<file path="config.mk">
export PLATFORM = sky130hd
export DESIGN_NAME = issue_pair_unit
export DESIGN_NICKNAME = d
export VERILOG_FILES = /design/src/rtl/issue_pair_unit.sv
export SDC_FILE = /design/constraint.sdc
export NUM_CORES = 1
export LEC_CHECK = 0
export ABC_AREA = 1
export BUFFER_PORTS_ARGS = -buffer_cell sky130_fd_sc_hd__buf_2
export CORE_AREA = 2 2 150 152
export CTS_CLUSTER_SIZE = 24
export DETAILED_ROUTE_END_ITERATION = 7
export DIE_AREA = 0 0 152 154
export PLACE_DENSITY_LB_ADDON = 0.05
export SLEW_MARGIN = 20
export SYNTH_ARGS = -nofsm -noshare
export SYNTH_HDL_FRONTEND = slang
export SYNTH_SLANG_ARGS = --single-unit
</file>
<file path="constraint.sdc">
create_clock -name clk -period 13.5 [get_ports clk]
set_clock_uncertainty 0.15 [all_clocks]
set_input_delay 2.7 -clock clk [delete_from_list [all_inputs] [get_ports clk]]
set_output_delay 2.7 -clock clk [all_outputs]
set_load 0.01 [all_outputs]
</file>
<file path="src/rtl/issue_pair_unit.sv">
// Dual-issue pairing stage and ID-stage latch: pairs or splits a decoded
// instruction pair, holds a split slot 1 for one cycle, honours stall/flush.
//
// state | meaning
// ------+------------------------------------------------------------------
// PAIR  | accepting decode pairs; hold buffer empty
// HOLD  | split slot 1 waiting in hold buffer; issues next as ID slot 0
module issue_pair_unit #(
    parameter int PAYLOAD_W = 64,
    parameter int CNT_W     = 16
) (
    input  logic                 clk,
    input  logic                 rst,

    input  logic                 in_valid_0,
    input  logic                 in_valid_1,
    output logic                 in_ready,

    input  logic [3:0]           in_rs1_0,
    input  logic [3:0]           in_rs2_0,
    input  logic [3:0]           in_rd_0,
    input  logic                 in_rd_we_0,
    input  logic                 in_mem_read_0,
    input  logic                 in_mem_write_0,
    input  logic                 in_branch_0,
    input  logic [PAYLOAD_W-1:0] in_payload_0,

    input  logic [3:0]           in_rs1_1,
    input  logic [3:0]           in_rs2_1,
    input  logic [3:0]           in_rd_1,
    input  logic                 in_rd_we_1,
    input  logic                 in_mem_read_1,
    input  logic                 in_mem_write_1,
    input  logic                 in_branch_1,
    input  logic [PAYLOAD_W-1:0] in_payload_1,

    input  logic                 stall,
    input  logic                 flush,

    output logic                 id_valid_0,
    output logic                 id_valid_1,
    output logic [3:0]           id_rs1_addr_0,
    output logic [3:0]           id_rs2_addr_0,
    output logic [3:0]           id_rd_addr_0,
    output logic [3:0]           id_rs1_addr_1,
    output logic [3:0]           id_rs2_addr_1,
    output logic [3:0]           id_rd_addr_1,
    output logic                 id_rd_we_0,
    output logic                 id_rd_we_1,
    output logic                 id_mem_read_0,
    output logic                 id_mem_read_1,
    output logic                 id_mem_write_0,
    output logic                 id_mem_write_1,
    output logic                 id_branch_0,
    output logic                 id_branch_1,
    output logic [PAYLOAD_W-1:0] id_payload_0,
    output logic [PAYLOAD_W-1:0] id_payload_1,

    output logic [CNT_W-1:0]     split_count
);

    typedef struct packed {
        logic [3:0]           rs1;
        logic [3:0]           rs2;
        logic [3:0]           rd;
        logic                 rd_we;
        logic                 mem_read;
        logic                 mem_write;
        logic                 branch;
        logic [PAYLOAD_W-1:0] payload;
    } slot_t;

    typedef enum logic {
        PAIR = 1'b0,
        HOLD = 1'b1
    } state_t;

    state_t           state_q, state_d;
    slot_t            id0_q, id0_d;
    slot_t            id1_q, id1_d;
    slot_t            hold_q, hold_d;
    logic             id_valid_0_q, id_valid_0_d;
    logic             id_valid_1_q, id_valid_1_d;
    logic [CNT_W-1:0] split_cnt_q, split_cnt_d;

    slot_t in0, in1;
    logic  raw_hzd, waw_hzd, mem_conflict, can_pair;

    assign in0 = '{rs1: in_rs1_0, rs2: in_rs2_0, rd: in_rd_0, rd_we: in_rd_we_0,
                   mem_read: in_mem_read_0, mem_write: in_mem_write_0,
                   branch: in_branch_0, payload: in_payload_0};
    assign in1 = '{rs1: in_rs1_1, rs2: in_rs2_1, rd: in_rd_1, rd_we: in_rd_we_1,
                   mem_read: in_mem_read_1, mem_write: in_mem_write_1,
                   branch: in_branch_1, payload: in_payload_1};

    // r0 is exempt from RAW (never really written) but not from WAW
    assign raw_hzd      = in_rd_we_0 && (in_rd_0 != 4'd0) &&
                          ((in_rd_0 == in_rs1_1) || (in_rd_0 == in_rs2_1));
    assign waw_hzd      = in_rd_we_0 && in_rd_we_1 && (in_rd_0 == in_rd_1);
    assign mem_conflict = (in_mem_read_0 || in_mem_write_0) &&
                          (in_mem_read_1 || in_mem_write_1);
    assign can_pair     = in_valid_1 && !raw_hzd && !waw_hzd && !mem_conflict && !in_branch_0;

    assign in_ready = (state_q == PAIR) && !stall && !flush;

    always_comb begin
        state_d      = state_q;
        id0_d        = id0_q;
        id1_d        = id1_q;
        hold_d       = hold_q;
        id_valid_0_d = id_valid_0_q;
        id_valid_1_d = id_valid_1_q;
        split_cnt_d  = split_cnt_q;

        if (flush) begin
            id_valid_0_d = 1'b0;
            id_valid_1_d = 1'b0;
            state_d      = PAIR;
        end else if (!stall) begin
            if (state_q == HOLD) begin
                id0_d        = hold_q;
                id_valid_0_d = 1'b1;
                id_valid_1_d = 1'b0;
                state_d      = PAIR;
            end else if (in_valid_0) begin
                id0_d        = in0;
                id_valid_0_d = 1'b1;
                id_valid_1_d = 1'b0;
                if (can_pair) begin
                    id1_d        = in1;
                    id_valid_1_d = 1'b1;
                end else if (in_valid_1) begin
                    hold_d      = in1;
                    state_d     = HOLD;
                    split_cnt_d = split_cnt_q + CNT_W'(1);
                end
            end else if (in_valid_1) begin
                id0_d        = in1;
                id_valid_0_d = 1'b1;
                id_valid_1_d = 1'b0;
            end else begin
                id_valid_0_d = 1'b0;
                id_valid_1_d = 1'b0;
            end
        end
    end

    always_ff @(posedge clk or posedge rst) begin
        if (rst) begin
            state_q      <= PAIR;
            id0_q        <= '0;
            id1_q        <= '0;
            hold_q       <= '0;
            id_valid_0_q <= 1'b0;
            id_valid_1_q <= 1'b0;
            split_cnt_q  <= '0;
        end else begin
            state_q      <= state_d;
            id0_q        <= id0_d;
            id1_q        <= id1_d;
            hold_q       <= hold_d;
            id_valid_0_q <= id_valid_0_d;
            id_valid_1_q <= id_valid_1_d;
            split_cnt_q  <= split_cnt_d;
        end
    end

    assign id_valid_0     = id_valid_0_q;
    assign id_valid_1     = id_valid_1_q;
    assign id_rs1_addr_0  = id0_q.rs1;
    assign id_rs2_addr_0  = id0_q.rs2;
    assign id_rd_addr_0   = id0_q.rd;
    assign id_rd_we_0     = id0_q.rd_we;
    assign id_mem_read_0  = id0_q.mem_read;
    assign id_mem_write_0 = id0_q.mem_write;
    assign id_branch_0    = id0_q.branch;
    assign id_payload_0   = id0_q.payload;
    assign id_rs1_addr_1  = id1_q.rs1;
    assign id_rs2_addr_1  = id1_q.rs2;
    assign id_rd_addr_1   = id1_q.rd;
    assign id_rd_we_1     = id1_q.rd_we;
    assign id_mem_read_1  = id1_q.mem_read;
    assign id_mem_write_1 = id1_q.mem_write;
    assign id_branch_1    = id1_q.branch;
    assign id_payload_1   = id1_q.payload;
    assign split_count    = split_cnt_q;

endmodule

</file>
==> impl_metrics.py <==
metrics = {
    "global_route": {
        "grt_pass1_vias": 10530,
        "gr-total-overflow": 0,
        "grt_pass1_wl_um": 57100,
        "gr-usage-all-layers": 0.2990,
        "antenna_found_initial": 2,
        "grt_max_degree": 118,
    },
    "status": {
        "outcome": "finished clean",
    },
    "cts": {
        "worstSkewPairLatency_ps": 540,
        "cts_hold_buf": 0,
        "cts_made_buffers": 28,
        "clock-sinks": 259,
        "post_cts_buffers": 0,
        "cts_resized": 0,
        "cts_root_buffer": "clkbuf_16",
        "tritoncts": "done",
        "cts.htree.levels": 1,
        "cts_max_path_buffers": 3,
        "clkSlewWorstSetupHoldPaths_ps": 60,
    },
    "final_layout": {
        "layout.nets": 1891,
        "area_growth_pct": 22.36,
        "fin_util": 0.6864,
        "num-fill-cells": 1828,
        "layout.cells.most_common": "nand2_1",
        "final_cells": 2027,
        "stdcell_area_um2": 14890,
        "layout_common_cells": "nand2_1 (551), buf_2 (343), dfrtp_1 (258)",
        "drive_gt1_frac": 0.2384,
        "seq_area_um2": 6482,
        "multi_input_area_um2": 5120,
    },
    "setup_path": {
        "slowest_delay_ps": 180,
        "arrival_ps": 3170,
        "cp_max_fo": 3,
        "r2r-start": "state_q",
        "start_kind": "input port",
        "r2r_slack_ps": 10680,
        "path_buf_inv": 2,
        "required_ps": 10650,
        "worst_setup_path_end_kind": "output port",
        "r2r_end": "id_payload_0[40]",
        "cpMostUsedCell": "buf_2",
        "worst_path_max_delay_cell": "buf_2",
        "reg2reg_depth": 5,
        "path_cells": "buf_2 > nor3_2 > buf_2",
        "path_delay_family": "buffers and inverters",
        "crit_type": "in -> out",
    },
    "yosys": {
        "ys.warnings.count": 0,
        "yosysTopAreaCell": "dfrtp_1",
        "synth_compound_area_frac": 0.07487,
        "synth_top_family_by_area": "simple AND/OR/NAND/NOR gates",
        "synth_area_leaders": "dfrtp_1 (53%), nand2_1 (17%), mux2i_1 (5.4%)",
        "ys_seq_elements": 259,
        "async_flop_share": 1.000,
        "synth_top_area_share": 0.5327,
        "synth_edf_count": 0,
        "synth_fa_ha_area_frac": 0.001028,
        "syn_area_um2": 12170,
        "ys_types": 29,
        "avgSynthCellArea_um2": 8.402,
        "synth_simple_gate_area_frac": 0.2777,
        "muxShareOfSynthArea": 0.05430,
        "postSynthCellCount": 1448,
        "seq_area_frac_synth": 0.5327,
        "syn-num-nets": 1615,
        "synthXorXnorAreaFrac": 0.01008,
        "synth_ff_type": "dfrtp_1",
    },
    "placement": {
        "dp_hpwl_um": 22580,
        "place.gp.congestion": 0.8810,
        "placedInstanceArea_um2": 13840,
        "place_inst": 1973,
        "port-buffer-count": 344,
    },
    "drt": {
        "wl_per_cell_um": 17.65,
        "firstDrtPassIters": 5,
        "ant_nets": 0,
        "route.detailed.drc": 0,
        "viasPerCell": 5.563,
        "drt-initial-drc-count": 846,
        "vias": 11276,
        "wl_um": 35780,
    },
    "die": {
        "die_area_um2": 23410,
        "die_y_um": 154,
        "ios": 345,
        "die_x_um": 152,
        "rows": 54,
        "coreArea_um2": 21690,
        "start_util": 0.5610,
    },
    "timing": {
        "fmax_ghz": 0.1661,
        "final-setup-viol-count": 0,
        "worst_pin_slew_ps": 1109,
        "fin_tns_setup_ps": 0,
        "rsz0062_at_grt": "false",
        "finalHoldViolations": 0,
        "slew_violations": 0,
        "fin_crit_sh": 0.4461,
        "whs_ps": 313.3,
        "slew_headroom": 0.2609,
        "min_period_ps": 6022,
    },
    "min_path": {
        "hold_class": "reg -> reg",
        "holdPathStages": 2,
        "worstHoldStart": "id_rs2_addr_1[2]",
        "hold_end": "id_rs2_addr_1[2]",
    },
    "run": {
        "maxCapViolCount": 0,
    },
    "pwr": {
        "max-vdd-ir-drop_mv": 0.1183,
        "p_leak_nw": 8.398,
        "p_per_area_nw_per_um2": 150.0,
    },
}
## cell usage after synthesis, types with 2 or more instances
cell type / number
buf_2: 39
nor2_1: 34
buf_1: 16
nand3_1: 106
nor3_1: 9
dfrtp_1: 259
a21oi_1: 89
clkbuf_1: 44
xnor2_1: 4
xor2_1: 10
inv_1: 24
mux2i_1: 66
nand2_1: 551
nand4_1: 84
nand3b_1: 2
o21ai_0: 86
nand2_4: 2
buf_4: 8
inv_2: 5
## layer usage
layer	vias to the layer above	share of wire	routed length, um	track usage
met1	5322	0.41	14750	0.4096
met5	-	0.00036	13	0
met3	92	0.081	2887	0.05665
li1	5365	-	-	-
met4	2	0.037	1312	0.1121
met2	495	0.47	16820	0.4788
## per-stage QoR
| stage | setup WS, ps | power [mW] |
|---|---|---|
| after floorplan | 3523 | 1.232 |
| after global placement | 6772 | 1.417 |
| after detailed placement | 6791 | 1.429 |
| after CTS | 7256 | 2.246 |
| after global routing | 7436 | 2.341 |
| final | 7478 | 2.234 |
## state kept, by name, summed over array words and instances, names as in the netlist, 4 cells and up
signal,count
id_rs2_addr_0,4
id_rd_addr_1,4
split_count,16
id_rd_addr_0,4
hold_q,80
id_rs2_addr_1,4
id_payload_0,64
id_payload_1,64
id_rs1_addr_0,4
id_rs1_addr_1,4
## worst min-delay path: stages (launching register included)
cell	delay, ps
dfrtp_1	340
nand2_1	50
nand2_1	40
## final cells by class
| type | count | area share |
|---|---|---|
| diodes | 2 | 0.0003362 |
| clock buffers | 42 | 0.05673 |
| clock inverters | 9 | 0.009918 |
| inverters | 29 | 0.007900 |
| multi-input cells | 1052 | 0.3439 |
| flip-flops and latches | 259 | 0.4355 |
| well taps | 280 | 0.02353 |
| repair buffers | 354 | 0.1222 |
## kinds of logic after synthesis
| family | count (synthesis) |
|---|---|
| and+or+nand+nor | 793 |
| DFF | 259 |
| AOI/OAI and AO/OA | 178 |
| buffers and inverters | 137 |
| muxes | 66 |
| xor gates and xnor gates | 14 |
| adders and majority gates | 1 |
## worst max-delay path by stage
stage	to	startpoint	cells after the start	slack, ps
2_1_floorplan	hold_q[0]	rst	1	3520
3_3_place_gp	split_count[7]	in_rd_0[0]	14	6770
3_5_place_dp	hold_q[6]	in_rd_0[0]	14	6790
4_1_cts	split_count[5]	in_rd_0[0]	14	7260
5_1_grt	in_ready	flush	3	7440
6_report	in_ready	flush	3	7480
## power breakdown
| part | switching, mW | total [mW] | internal, mW |
|---|---|---|---|
| clock | 0.311 | 0.818 | 0.506 |
| sequential | 0.0832 | 1.00 | 0.918 |
| combinational | 0.256 | 0.415 | 0.159 |
Note: power is estimated with default switching activity, not from simulation.
